===== src/rtl/serial_rx.sv =====
// 8N1 UART receiver with 2-flop input synchronizer, single-entry output holding register.
// Define SERIAL_RX_PARITY_EN to expect an even-parity bit between bit 7 and the stop bit.
module serial_rx #(
    parameter int CLK_FREQ = 50000000,
    parameter int BAUD     = 115200
) (
    input  logic       clk,
    input  logic       reset_n,
    input  logic       rx,
    output logic [7:0] rx_data,
    output logic       rx_valid,
    input  logic       rx_ready,
    output logic       frame_err,
    output logic       overrun_err,
    output logic       busy
);

    localparam int DIV = CLK_FREQ / BAUD;
    localparam int CW  = $clog2(DIV);
    localparam logic [CW-1:0] HALF = CW'(DIV / 2 - 1);
    localparam logic [CW-1:0] FULL = CW'(DIV - 1);

    localparam logic [2:0] S_IDLE      = 3'd0;
    localparam logic [2:0] S_START     = 3'd1;
    localparam logic [2:0] S_DATA      = 3'd2;
    localparam logic [2:0] S_STOP      = 3'd3;
    localparam logic [2:0] S_WAIT_HIGH = 3'd4;
`ifdef SERIAL_RX_PARITY_EN
    localparam logic [2:0] S_PARITY    = 3'd5;
`endif

    logic          sync1_q, rx_s_q;
    logic [2:0]    state_q, state_d;
    logic [CW-1:0] cnt_q, cnt_d;
    logic [2:0]    bit_q, bit_d;
    logic [7:0]    shift_q, shift_d;
    logic [7:0]    data_q, data_d;
    logic          valid_q, valid_d;
    logic          ferr_q, ferr_d;
    logic          oerr_q, oerr_d;
    logic          tick, stop_ok, complete;
`ifdef SERIAL_RX_PARITY_EN
    logic          perr_q, perr_d;
`endif

    always_ff @(posedge clk or negedge reset_n) begin
        if (!reset_n) begin
            sync1_q <= 1'b1;
            rx_s_q  <= 1'b1;
        end else begin
            sync1_q <= rx;
            rx_s_q  <= sync1_q;
        end
    end

    assign tick = (cnt_q == '0);

`ifdef SERIAL_RX_PARITY_EN
    assign stop_ok = rx_s_q && !perr_q;
`else
    assign stop_ok = rx_s_q;
`endif

    // Counter only moves down while nonzero; every sample point reloads it.
    always_comb begin
        state_d  = state_q;
        cnt_d    = cnt_q;
        bit_d    = bit_q;
        shift_d  = shift_q;
        ferr_d   = 1'b0;
        complete = 1'b0;
`ifdef SERIAL_RX_PARITY_EN
        perr_d   = perr_q;
`endif
        if (state_q != S_IDLE && state_q != S_WAIT_HIGH && !tick)
            cnt_d = cnt_q - 1'b1;
        case (state_q)
            S_IDLE: begin
                if (!rx_s_q) begin
                    state_d = S_START;
                    cnt_d   = HALF;
                end
            end
            S_START: begin
                if (tick) begin
                    if (!rx_s_q) begin
                        state_d = S_DATA;
                        cnt_d   = FULL;
                        bit_d   = 3'd0;
`ifdef SERIAL_RX_PARITY_EN
                        perr_d  = 1'b0;
`endif
                    end else begin
                        state_d = S_IDLE;
                    end
                end
            end
            S_DATA: begin
                if (tick) begin
                    shift_d = {rx_s_q, shift_q[7:1]};
                    cnt_d   = FULL;
                    bit_d   = bit_q + 3'd1;
                    if (bit_q == 3'd7) begin
`ifdef SERIAL_RX_PARITY_EN
                        state_d = S_PARITY;
`else
                        state_d = S_STOP;
`endif
                    end
                end
            end
`ifdef SERIAL_RX_PARITY_EN
            S_PARITY: begin
                if (tick) begin
                    perr_d  = ^{shift_q, rx_s_q};
                    cnt_d   = FULL;
                    state_d = S_STOP;
                end
            end
`endif
            S_STOP: begin
                if (tick) begin
                    if (stop_ok) begin
                        complete = 1'b1;
                        state_d  = S_IDLE;
                    end else begin
                        ferr_d  = 1'b1;
                        state_d = rx_s_q ? S_IDLE : S_WAIT_HIGH;
                    end
                end
            end
            S_WAIT_HIGH: begin
                if (rx_s_q)
                    state_d = S_IDLE;
            end
            default: state_d = S_IDLE;
        endcase
    end

    // A completion coinciding with acceptance replaces the held byte.
    always_comb begin
        data_d  = data_q;
        valid_d = valid_q;
        oerr_d  = 1'b0;
        if (complete) begin
            if (!valid_q || rx_ready) begin
                data_d  = shift_q;
                valid_d = 1'b1;
            end else begin
                oerr_d = 1'b1;
            end
        end else if (valid_q && rx_ready) begin
            valid_d = 1'b0;
        end
    end

    always_ff @(posedge clk or negedge reset_n) begin
        if (!reset_n) begin
            state_q <= S_IDLE;
            cnt_q   <= '0;
            bit_q   <= 3'd0;
            shift_q <= 8'h00;
            data_q  <= 8'h00;
            valid_q <= 1'b0;
            ferr_q  <= 1'b0;
            oerr_q  <= 1'b0;
`ifdef SERIAL_RX_PARITY_EN
            perr_q  <= 1'b0;
`endif
        end else begin
            state_q <= state_d;
            cnt_q   <= cnt_d;
            bit_q   <= bit_d;
            shift_q <= shift_d;
            data_q  <= data_d;
            valid_q <= valid_d;
            ferr_q  <= ferr_d;
            oerr_q  <= oerr_d;
`ifdef SERIAL_RX_PARITY_EN
            perr_q  <= perr_d;
`endif
        end
    end

    assign rx_data     = data_q;
    assign rx_valid    = valid_q;
    assign frame_err   = ferr_q;
    assign overrun_err = oerr_q;
    assign busy        = (state_q != S_IDLE);

endmodule

===== config.mk =====
export PLATFORM = sky130hd
export DESIGN_NAME = serial_rx
export DESIGN_NICKNAME = d
export VERILOG_FILES = /design/src/rtl/serial_rx.sv
export SDC_FILE = /design/constraint.sdc
export NUM_CORES = 1
export LEC_CHECK = 0
export CORE_MARGIN = 5
export CORE_UTILIZATION = 32
export CTS_CLUSTER_DIAMETER = 40
export DETAILED_ROUTE_END_ITERATION = 8
export GPL_TIMING_DRIVEN = 0
export SYNTH_ARGS = -nofsm -noshare
export SYNTH_HDL_FRONTEND = slang
export SYNTH_SLANG_ARGS = --single-unit

===== constraint.sdc =====
create_clock -name clk -period 2.06 [get_ports clk]
set_input_delay 0.618 -clock clk [delete_from_list [all_inputs] [get_ports clk]]
set_output_delay 0.618 -clock clk [all_outputs]
set_load 0.01 [all_outputs]

==> out/results.txt <==
Hold path start -> sync1_q$_DFF_PN1_
Area Growth Syn to Fin -> 22.1%
Final wirelength -> 2980 µm
Global-route wire length before repair -> 5280 µm
Syn_nets -> 137
Final WS setup -> 0.0803 ns
Port buffer count -> 15
CTS buffer count -> 5
Area leader, netlist -> dfrtp_1
Cell with the most instances after synthesis -> dfrtp_1
Pre-CTS setup slack -> -0.0381 ns
RSZ-0062 raised after global routing -> false
Die Wd -> 81.6 µm
Post-route ant nets -> 0
Final nets -> 161
Max-slew violation count -> 0
Placed cell area -> 1870 µm²
Most frequent cells after synthesis -> 34 x dfrtp_1, 17 x mux2_2, 9 x nor2_1
Top_reg_cell synth -> dfrtp_1
Run status -> completed
DRT iter0 DRCs -> 29
Crit start category -> register
Least-Margin Pin Slew -> 0.772 ns
CP Max Fanout -> 3
Synthesized area per cell -> 12.7 µm²
Drt drc -> 0
Post-Synthesis Cells -> 129
Critical R2R Launch -> cnt_q[4]$_DFF_PN0_
Largest net degree at the start of global routing -> 37
Worst Path Arrival -> 1.36 ns
Critical path startpoint -> state_q[2]$_DFFE_PN0P_
Final HPWL DP -> 2030 µm
TritonCTS clock tree -> done
Core ar. -> 5040 µm²
First-pass iteration count of the detailed router -> 4
Setup Skew -> 0.00352 ns
Routed vias/inst -> 4.69
GRT Resource Usage Total -> 10.3%
Initial Util -> 32.5%
Max Cap Violations -> 0
Post-synth EDFFs -> 0
Peak supply drop -> 0.520 mV
Req. time, crit path -> 1.44 ns
Die Ht -> 81.6 µm
#FFs+latches synth -> 36
Proportion of layout cells with a drive suffix above 1 -> 30.5%
Filler cell count -> 470
Share of total power in combinational logic -> 1.8%
Min Clock Period, post-route -> 1.98 ns
DR vias -> 1050
Vias in the first global route -> 1178
Final std cells w/o fill -> 224
Switching Share -> 19.9%
Tcrit/Tclk final -> 96.1%
Skew-Pair Late Insertion Delay -> 0.29 ns
Mean routed wirelength per cell -> 13.3 µm
Seq pwr share -> 52.9%
HP Class -> register to register
# IOs -> 16
Initial antenna violation count -> 0
Post-synthesis cell area -> 1640 µm²
Leak pwr -> 0.909 nW
Clk root buf -> clkbuf_8
Cell Pwr Density -> 672 nW/µm²
H-tree levels -> 2
Total power -> 0.00134 W
Final Setup Violations -> 0
Design area -> 2000 µm²
Cell Rows -> 26
Post-synth ARST share -> 100%
Setup_tns -> 0 ns
Clk sink count -> 36
Clock power share -> 45.3%
Slew headroom -> 48.6%
Sw power -> 0.000268 W
Placer congestion estimate -> 0.789
Seq/Total Area, Yosys -> 55.1%
Critical path capture point type -> output port
Final hold violation count -> 0
Synth unique cells -> 39
CTS Buffer Depth -> 2
F_max -> 505 MHz
Synth Warn # -> 0
Placed cells -> 214
ANT cells -> 0
Int Power -> 0.00108 W
Critical path type -> register to output port
Clock slew at reported path FFs -> 0.07 ns
Synth area leaders -> dfrtp_1 52%, mux2_2 12%, dfstp_2 3.2%, ha_1 3.1%, a21oi_1 2.1%
Full die area -> 6650 µm²
Grt total ovfl -> 0
Area share of the largest cell type after synthesis -> 51.9%
R2r setup slk -> 0.15 ns
[kinds of logic (layout without fill, tap and decap cells)]
| logic type | after synthesis | in the layout | synth area share [%] |
|---|---|---|---|
| flip-flops | 36 | 36 | 55.1 |
| XOR/XNOR | 3 | 3 | 1.60 |
| AO/OA/AOI/OAI | 23 | 23 | 9.92 |
| multiplexers | 18 | 18 | 12.3 |
| AND/OR/NAND/NOR | 39 | 39 | 16.0 |
| adder cells (fa/ha/maj) | 4 | 4 | 3.05 |
| buffers and inverters | 6 | 31 | 2.06 |
[cells in the final DEF, fill, tap and decap left out, drive strengths merged, types with 2 or more instances in the layout]
cell           count
a211oi             4
a21o               3
a21oi              7
a32o               2
buf                6
clkbuf             7
clkdlybuf4s50     13
dfrtp             34
dfstp              2
ha                 4
inv                2
mux2              17
nand2              7
nand3              4
nor2               9
nor3               2
nor4               3
nor4b              2
o211ai             2
o21ai              2
or2                3
or3                2
xnor2              2
[through the flow]
step,util (%),hold WS [ns]
final,39.7,0.357
after global routing,39.7,0.365
after CTS,39.7,0.359
after detailed placement,37.1,0.348
after global placement,37.2,0.346
after floorplan,-,0.322
[repair_timing]
action	in CTS	in global routing
pin swaps	0	0
buffers inserted	3	0
gates resized for setup	3	1
cloned	0	0
setup endpoints to repair	9	1
hold buffers	0	0
[power by group through the flow]
stage | sequential [W] | clock, W | combinational [W]
4_1_cts | 0.000710 | 0.000626 | 0.0000261
2_1_floorplan | 0.000724 | 0 | 0.00000607
3_5_place_dp | 0.000724 | 0 | 0.0000262
5_1_grt | 0.000710 | 0.000656 | 0.0000290
6_report | 0.000710 | 0.000609 | 0.0000243
3_3_place_gp | 0.000724 | 0 | 0.0000261
[area by class of cell]
cell class	instances	area, µm²	area share [%]
Sequential cell	36	906	45.3
Clock inverter	2	35.0	1.75
Multi-Input combinational cell	87	702	35.1
Timing Repair Buffer	18	168	8.38
Inverter	2	7.51	0.375
Clock buffer	6	72.6	3.63
Tap cell	70	87.6	4.38
Buffer	3	22.5	1.13
[registers in the layout (all words and copies together) (netlist names)]
name and flops:
cnt_q 9, rx_data 8, shift_q 8, bit_q 3
state_q 3, frame_err 1, overrun_err 1, rx_s_q 1
rx_valid 1, sync1_q 1
[worst max-delay path, stage by stage (launching register included)]
cell             delay, ns
dfrtp_2               0.40
or3_1                 0.41
clkdlybuf4s15_1       0.26
[final timing paths]
kind | end | cells after the start
worst min-delay path | rx_s_q$_DFF_PN1_ | 0
worst max register to register | rx_data[7]$_DFFE_PN0P_ | 5
worst min register to register | rx_s_q$_DFF_PN1_ | 0
min in group asynchronous | cnt_q[4]$_DFF_PN0_ | 1
worst max-delay path | busy | 2
max in group asynchronous | state_q[2]$_DFFE_PN0P_ | 1
[layer usage]
layer	wire (µm)	vias to the layer above	track usage (%)
met1	1340	514	11.5
li1	-	516	-
met4	42	0	3.49
met2	1480	14	17.9
met3	114	6	4.06
met5	0	-	0
Note: power is estimated with default switching activity, not from simulation.
